$ cat src/rtl/frame_writer.sv
// ---------------------------------------------------------------------------
// frame_writer
//   Producer side of the frame memory read by frame_reader. Point beats
//   ({row[3:0], col[3:0]} on a 16x16 matrix) are collected into a bitmap.
//   When the last beat of a frame arrives, the bitmap is flushed as 16 row
//   words to frame RAM at slot frame_num, then frame_num advances.
//
// Ports
//   clock         in   single clock, all state on posedge
//   reset         in   asynchronous, active-high
//   point_valid   in   producer presents a beat
//   point_ready   out  writer accepts a beat (combinational from state)
//   point_enable  in   beat carries a point in point_coord
//   point_coord   in   [7:4] row, [3:0] col
//   point_last    in   final beat of the current frame
//   mem_we        out  frame RAM write strobe (registered)
//   mem_addr      out  {frame_num, row} (registered)
//   mem_data      out  row word, bit c = column c lit (registered)
//   frame_num     out  slot the current/flushing frame is written to
//   frame_done    out  one-cycle pulse once all 16 rows are written
//   dbg_state_o   out  current FSM state, for observation only
//
// Handshake: a beat transfers on a rising clock edge where point_valid and
// point_ready are both 1. The producer must hold the beat stable until then.
//
// Timing (edge T = edge that takes the last beat):
//   edge T      : row 0 write registered (the last beat's point is merged in)
//   edges T+1.. : rows 1..15 registered, one per edge
//   edge T+16   : frame_done registered, frame_num advances, back to COLLECT
//   edge T+17   : earliest edge that can take the next beat
// ---------------------------------------------------------------------------
module frame_writer #(
    parameter int FRAME_W = 8,
    parameter int ADDR_W  = 12
) (
    input  logic               clock,
    input  logic               reset,
    input  logic               point_valid,
    output logic               point_ready,
    input  logic               point_enable,
    input  logic [7:0]         point_coord,
    input  logic               point_last,
    output logic               mem_we,
    output logic [ADDR_W-1:0]  mem_addr,
    output logic [15:0]        mem_data,
    output logic [FRAME_W-1:0] frame_num,
    output logic               frame_done,
    output logic [1:0]         dbg_state_o
);

    typedef enum logic [1:0] {
        COLLECT = 2'd0,
        FLUSH   = 2'd1,
        FINISH  = 2'd2
    } state_t;

    state_t             state_q;
    logic [15:0]        bitmap_q [16];
    logic [3:0]         row_idx_q;
    logic [FRAME_W-1:0] frame_num_q;
    logic               mem_we_q;
    logic [ADDR_W-1:0]  mem_addr_q;
    logic [15:0]        mem_data_q;
    logic               frame_done_q;

    logic               accept;
    logic [15:0]        point_mask;
    logic [15:0]        row0_d;

    assign point_ready = (state_q == COLLECT);
    assign accept      = point_valid && point_ready;
    assign point_mask  = 16'h0001 << point_coord[3:0];

    // Row 0 is written on the same edge that takes the last beat, so it must
    // already include that beat's point if it lands in row 0.
    always_comb begin
        row0_d = bitmap_q[0];
        if (point_enable && (point_coord[7:4] == 4'd0)) begin
            row0_d = bitmap_q[0] | point_mask;
        end
    end

    always_ff @(posedge clock or posedge reset) begin
        if (reset) begin
            state_q      <= COLLECT;
            row_idx_q    <= 4'd0;
            frame_num_q  <= '0;
            mem_we_q     <= 1'b0;
            mem_addr_q   <= '0;
            mem_data_q   <= 16'h0000;
            frame_done_q <= 1'b0;
            for (int r = 0; r < 16; r++) begin
                bitmap_q[r] <= 16'h0000;
            end
        end else begin
            case (state_q)
                COLLECT: begin
                    mem_we_q     <= 1'b0;
                    frame_done_q <= 1'b0;
                    if (accept) begin
                        if (point_enable) begin
                            bitmap_q[point_coord[7:4]][point_coord[3:0]] <= 1'b1;
                        end
                        if (point_last) begin
                            // Later assignment wins: row 0 is cleared even if
                            // the last point set a bit in it, since row0_d
                            // already carries that bit to the RAM.
                            mem_we_q    <= 1'b1;
                            mem_addr_q  <= {frame_num_q, 4'd0};
                            mem_data_q  <= row0_d;
                            bitmap_q[0] <= 16'h0000;
                            row_idx_q   <= 4'd1;
                            state_q     <= FLUSH;
                        end
                    end
                end
                FLUSH: begin
                    mem_we_q            <= 1'b1;
                    mem_addr_q          <= {frame_num_q, row_idx_q};
                    mem_data_q          <= bitmap_q[row_idx_q];
                    bitmap_q[row_idx_q] <= 16'h0000;
                    row_idx_q           <= row_idx_q + 4'd1;
                    if (row_idx_q == 4'd15) begin
                        state_q <= FINISH;
                    end
                end
                FINISH: begin
                    // Row 15 is on the bus now; wrap to the next slot.
                    mem_we_q     <= 1'b0;
                    frame_done_q <= 1'b1;
                    frame_num_q  <= frame_num_q + 1'b1;
                    row_idx_q    <= 4'd0;
                    state_q      <= COLLECT;
                end
                default: begin
                    mem_we_q     <= 1'b0;
                    frame_done_q <= 1'b0;
                    state_q      <= COLLECT;
                end
            endcase
        end
    end

    assign mem_we      = mem_we_q;
    assign mem_addr    = mem_addr_q;
    assign mem_data    = mem_data_q;
    assign frame_num   = frame_num_q;
    assign frame_done  = frame_done_q;
    assign dbg_state_o = state_q;

endmodule
$ cat config.mk
export PLATFORM = sky130hd
export DESIGN_NAME = frame_writer
export DESIGN_NICKNAME = d
export VERILOG_FILES = /design/src/rtl/frame_writer.sv
export SDC_FILE = /design/constraint.sdc
export NUM_CORES = 1
export LEC_CHECK = 0
export BUFFER_PORTS_ARGS = -buffer_cell sky130_fd_sc_hd__buf_2
export CAP_MARGIN = 20
export CORE_MARGIN = 1
export CORE_UTILIZATION = 25
export DETAILED_ROUTE_END_ITERATION = 8
export GPL_TIMING_DRIVEN = 0
export HOLD_SLACK_MARGIN = 0.03
export PLACE_DENSITY = 0.43
export REMOVE_ABC_BUFFERS = 1
export SLEW_MARGIN = 40
export SYNTH_ARGS = -nofsm -noshare
export SYNTH_HDL_FRONTEND = slang
export SYNTH_SLANG_ARGS = --single-unit
$ cat constraint.sdc
create_clock -name clock -period 12.65 [get_ports clock]
set_clock_uncertainty 0.15 [all_clocks]
set_input_delay 0.6325 -clock clock [delete_from_list [all_inputs] [get_ports clock]]
set_output_delay 0.6325 -clock clock [all_outputs]
set_load 0.005 [all_outputs]
## Yosys cells after proc, flatten, opt, wreduce, memory -nomap -nowiden

Cells that the tools add are included.

- Register bits after elaboration: 300
- Bits in latches: 0
- Bits in writable memories: 0
- Bits in read-only memories: 0
- Input port bits: 13
- Output and inout port bits: 41
- Logic and storage cells: 91
- Memories: 0

- Add/subtract/negate cells: 2
- $mul: 0
- Div/mod/pow operators: 0
- $lt $le $gt $ge: 6
- Equality and inequality tests: 8
- Shifts and indexed selects: 1
- Multiplexer cells: 31
- Bitwise gates (word level): 6
- Reductions and logical operators: 14

Operators with widths:

| cell | count |
|---|---|
| $mux 256 | 2 |
| $pmux 256 s2 | 1 |
| $and 256x256->256 | 1 |
| $not 256->256 | 1 |
| $or 256x256->256 | 1 |
| $demux 16 s4 | 2 |
| $mux 16 | 8 |
| $bmux 16 s4 | 1 |
| $pmux 16 s2 | 1 |
| $mux 12 | 2 |
| $pmux 12 s2 | 1 |
| $or 16x16->16 | 1 |
| $shl 1x4->16 const A | 1 |
| $reduce_and 3->1 | 5 |
| $pmux 4 s3 | 1 |
| $ge 5x5->1 const B | 2 |
| $lt 5x1->1 const B | 2 |
| $not 4->5 | 2 |
| $add 8x1->8 const B | 1 |
| $mux 4 | 2 |
| $mux 2 | 3 |
| $ne 2x1->1 const B | 3 |
| $logic_and 1x1->1 | 5 |
| $lt 4x5->1 const B | 1 |
| 15 further kinds | 18 |

## Depth between registers and ports, before layout

- Word-level depth: 11
- Depth in mapped cells: 10
- Gate-level depth less buffers: 6

## Worst setup path after synthesis

No wires, ideal clock.

- Path kind: flip-flop to flip-flop
- Start: reg row_idx_q[0]
- End: reg bitmap_q[240] in the netlist's numbering
- Library setup time: 0.121 ns
- Arrival time: 2.102 ns
- Data required time: 12.379 ns
- Slack: 10.277 ns
- Stages on the path, launching flop included: 11
- Path buffers: 5
- Clock period less this slack: 2.373 ns
- Cell sequence: dfrtp_1 > buf_6 > buf_4 > buf_4 > buf_4 > inv_1 > ha_1 > nand2_1 > a21oi_1 > buf_2 > nor2_1

- Longest elaborated chain between the ends: 8
- Elaborated cells between the ends (all ways): 9
- Classes of those cells: order compare: 2; mux: 3; bitwise: 3; reduce/logical: 1

Ends and longest elaborated chain:

| item | line | text |
|---|---|---|
| start, declared | 59 | `logic [3:0] row_idx_q;` |
| start signal, assigned | 122 | `row_idx_q <= row_idx_q + 4'd1;` |
| $not 4->5 (not written as such) (*) | 121 | `bitmap_q[row_idx_q] <= 16'h0000;` |
| $ge 5x5->1 (not written as such) or $lt 5x1->1 (tied branches) | 121 |  |
| $logic_and 1x1->1 (not written as such) | 121 |  |
| $mux 16 (not written as such) | 121 |  |
| $demux 16 s4 (*) | 121 |  |
| $not 256->256 (no line) (*) | n/a |  |
| $and 256x256->256 (no line) (*) | n/a |  |
| $pmux 256 s2 (*) | 96 | `case (state_q)` |
| end, declared | 58 | `logic [15:0] bitmap_q [16];` |

Every way passes the cells marked *; elsewhere a longest branch is shown, timed or not.
A chain may end at the register's enable or synchronous reset.

## Final worst setup path

- Start: reg state_q[1], in the netlist dbg_state_o[1]
- End: reg bitmap_q[225] in the netlist's numbering

- Longest elaborated chain between the ends: 4
- Elaborated cells between the ends (all ways): 8
- Classes of those cells: eq/ne: 3; mux: 1; reduce/logical: 4

Ends and longest elaborated chain:

| item | line | text |
|---|---|---|
| start, declared | 57 | `state_t state_q;` |
| start signal, assigned | 85 | `state_q <= COLLECT;` |
| start signal, assigned | 113 | `state_q <= FLUSH;` |
| start signal, assigned | 124 | `state_q <= FINISH;` |
| $logic_not 2->1 | 70, 96 |  |
| $logic_and 1x1->1 | 71 | `assign accept = point_valid && point_ready;` |
| $ne 2x1->1 (no line) | n/a |  |
| $reduce_and 3->1 (no line) | n/a |  |

Several ways; a longest one is shown, not always the timed one.

==> impl_results.md <==
- Status: complete, no violations
- Chip width: 240 um
- Cells after synthesis: 1230
- CP Data Required Time: 12950 ps
- Pin count of the biggest net entering global routing: 75
- Distinct cells, synth: 67
- Min Tclk post-route: 3380 ps
- Largest family of logic cells by synthesized area: compound AO/OA/AOI/OAI gates
- NumNets Final: 1262
- Cell leakage power: 0.00745 uW
- Ys async rst share: 100%
- Crit path DAT: 3690 ps
- Hold Path Depth: 2
- Final slew viol count: 0
- Placer congestion estimate: 0.817
- Row count: 86
- Max Cap Violations: 0
- RSZ-0062 raised after global routing: false
- Placement Cell Area: 15400 um^2
- CTS H-Tree Depth: 2
- Commonest non-fill, non-tap cell in the layout: dfrtp_1
- Most frequent cells in the layout: dfrtp_1, a22o_1, nor2_1
- Post-synthesis compound-gate area fraction: 20.9%
- CTS Buffer Depth: 3
- Iteration-0 DRC Markers: 809
- Post-layout worst setup margin: 9270 ps
- Worst Tran Pin Value: 895 ps
- Top_reg_cell synth: dfrtp_1
- Sequential Area: 7520 um^2
- Slew HR: 39.9%
- Core footprint: 55500 um^2
- Routed WL: 51200 um
- Via total after detailed routing: 10606
- Routed wire per std cell: 25.4 um
- Final Hold Viols: 0
- Xor/xnor cell area share of the yosys netlist: 0.434%
- Simple-gate share of the synthesized area: 11.4%
- Number of clock sinks: 300
- I/O pins: 54
- Mapped Area: 14100 um^2
- Final hold slack: 308 ps
- Register area share after synthesis: 53.1%
- Die area: 57500 um^2
- Power per cell area: 188 nW/um^2
- Congestion Overflow GR: 0
- Design area: 16700 um^2
- Mux cell area share after synthesis: 8.98%
- Clk slew on worst S/H paths: 60 ps
- Total track usage: 18.0%
- Number of global-route vias before repair: 10729
- Worst Setup Start Kind: flip-flop
- DRC: 0
- Worst-case reg-to-reg path depth: 6
- CTS Buf Count: 37
- Area Overhead vs Synth: 17.9%
- Antenna-violating nets left: 0
- Seq cells post-synth: 300
- Clock root buffer: clkbuf_16
- HPWL Detailed: 33800 um
- Post-layout util: 30.0%
- Fmax: 0.296 GHz
- Adder-Cell Fraction of Synth Area: 0.885%
- Vert. Die Dim: 240 um
- Initial DRT Pass Iterations: 5
- Crit-path max FO: 22
- TNS Setup: 0 ps
- Synth Area per Inst: 11.5 um^2
- First-pass GRT wire length: 76000 um
- Multi-input combinational cell area: 6310 um^2
- Clk_lat worst skew: 530 ps
- Critical Path End Type: flip-flop
- Fillers: 5742
- Share of cells above drive strength 1: 17.7%
- Post-synth EDFFs: 0
- Worst Hold Class: reg -> reg
- Initial Util: 25.5%
- Initial antenna violation count: 4
- PortBufs: 53
- Yosys warning count: 0
- Worst VDD drop: 0.0866 mV
- Tcrit/Tclk final: 26.7%
- CTS tree: yes
- Via/cell ratio: 5.27
- Count of final setup violators: 0
- Setup Slack @ Placement: 9210 ps
- Crit path kind: reg -> reg
-- state kept, by name, summed over array words and instances, names as in the netlist --
register	flops
bitmap_q	256
dbg_state_o	2
frame_done	1
frame_num	8
mem_addr	12
mem_data	16
mem_we	1
row_idx_q	4
-- worst paths after layout --
path / slack, ps / end / startpoint
max in group asynchronous: 10760 / bitmap_q[215]$_DFFE_PP0P_ / reset
worst max-delay path: 9270 / bitmap_q[225]$_DFFE_PP0P_ / dbg_state_o[1]$_DFFE_PP0P_
worst min-delay path: 310 / mem_addr[11]$_DFFE_PP0P_ / mem_addr[11]$_DFFE_PP0P_
worst max register to register: 9270 / bitmap_q[225]$_DFFE_PP0P_ / dbg_state_o[1]$_DFFE_PP0P_
min in group asynchronous: 520 / bitmap_q[114]$_DFFE_PP0P_ / reset
worst min register to register: 310 / mem_addr[11]$_DFFE_PP0P_ / mem_addr[11]$_DFFE_PP0P_
-- kinds of logic (layout without fill, tap and decap cells) --
kind of cell             count (synthesis)  count (layout)
AO/OA/AOI/OAI                          380             380
XOR/XNOR                                 7               7
adder cells (fa/ha/maj)                 10              10
buffers and inverters                  116             147
flip-flops                             300             300
multiplexers                           103             103
other                                    0               2
AND/OR/NAND/NOR                        314             314
-- layout make-up --
| cell class | instances | area share [%] |
|---|---|---|
| tap | 748 | 5.62 |
| clock inverter | 7 | 0.533 |
| multi-input combinational | 814 | 37.9 |
| antenna | 2 | 0.0300 |
| sequential | 300 | 45.1 |
| clock buffer | 54 | 6.80 |
| inverter | 5 | 0.158 |
| timing repair buffer | 81 | 3.88 |
-- where the power goes --
part           switching, uW  leakage (uW)  total (uW)  internal [uW]
registers                123       0.00412        1200           1080
logic                    532       0.00272         865            333
clock network            414      0.000607        1070            657
-- worst max-delay path, stage by stage, from the launching register on --
cell	delay [ps]
dfrtp_1	410
inv_1	160
ha_1	420
nand3_2	690
nand2_4	580
and2_1	660
a22o_1	230
-- synth_stat cells, types with 8 or more instances --
master	instances	area, um^2
a2111oi_0	18	158
a211oi_1	19	143
a21oi_1	54	270
a22o_1	173	1520
a31oi_1	26	163
a32o_1	14	140
and2_1	11	68.8
and3_1	8	50.1
buf_2	52	260
buf_4	19	143
clkbuf_1	32	120
dfrtp_1	300	7510
ha_1	10	125
mux2_2	11	124
mux2i_1	75	751
mux4_2	14	315
nand2_1	65	244
nand2b_1	10	62.6
nand3_1	12	60.1
nor2_1	112	420
nor2b_1	18	113
nor3_1	23	115
o22ai_1	36	225
-- repair_timing --
item	4_1_cts	5_1_grt
hold buffers	1	0
endpoints found under the setup margin	0	0
endpoints found under the hold margin	46	0
gates resized for setup	0	0
buffers inserted	0	0
-- through the flow --
stage / std cells / total power (uW)
detailed placement: 1947 / 2080
finish: 2011 / 3140
global placement: 1920 / 2080
CTS: 2009 / 3170
global route: 2009 / 3270
floorplan: 1119 / 1720
-- routing by layer --
metal	share of wire (%)	track usage, %
met1	46	25.6
met2	44	26.8
met3	5.8	3.43
met4	3.7	7.01
met5	0.045	0
Power figures use the tool's default switching activity.
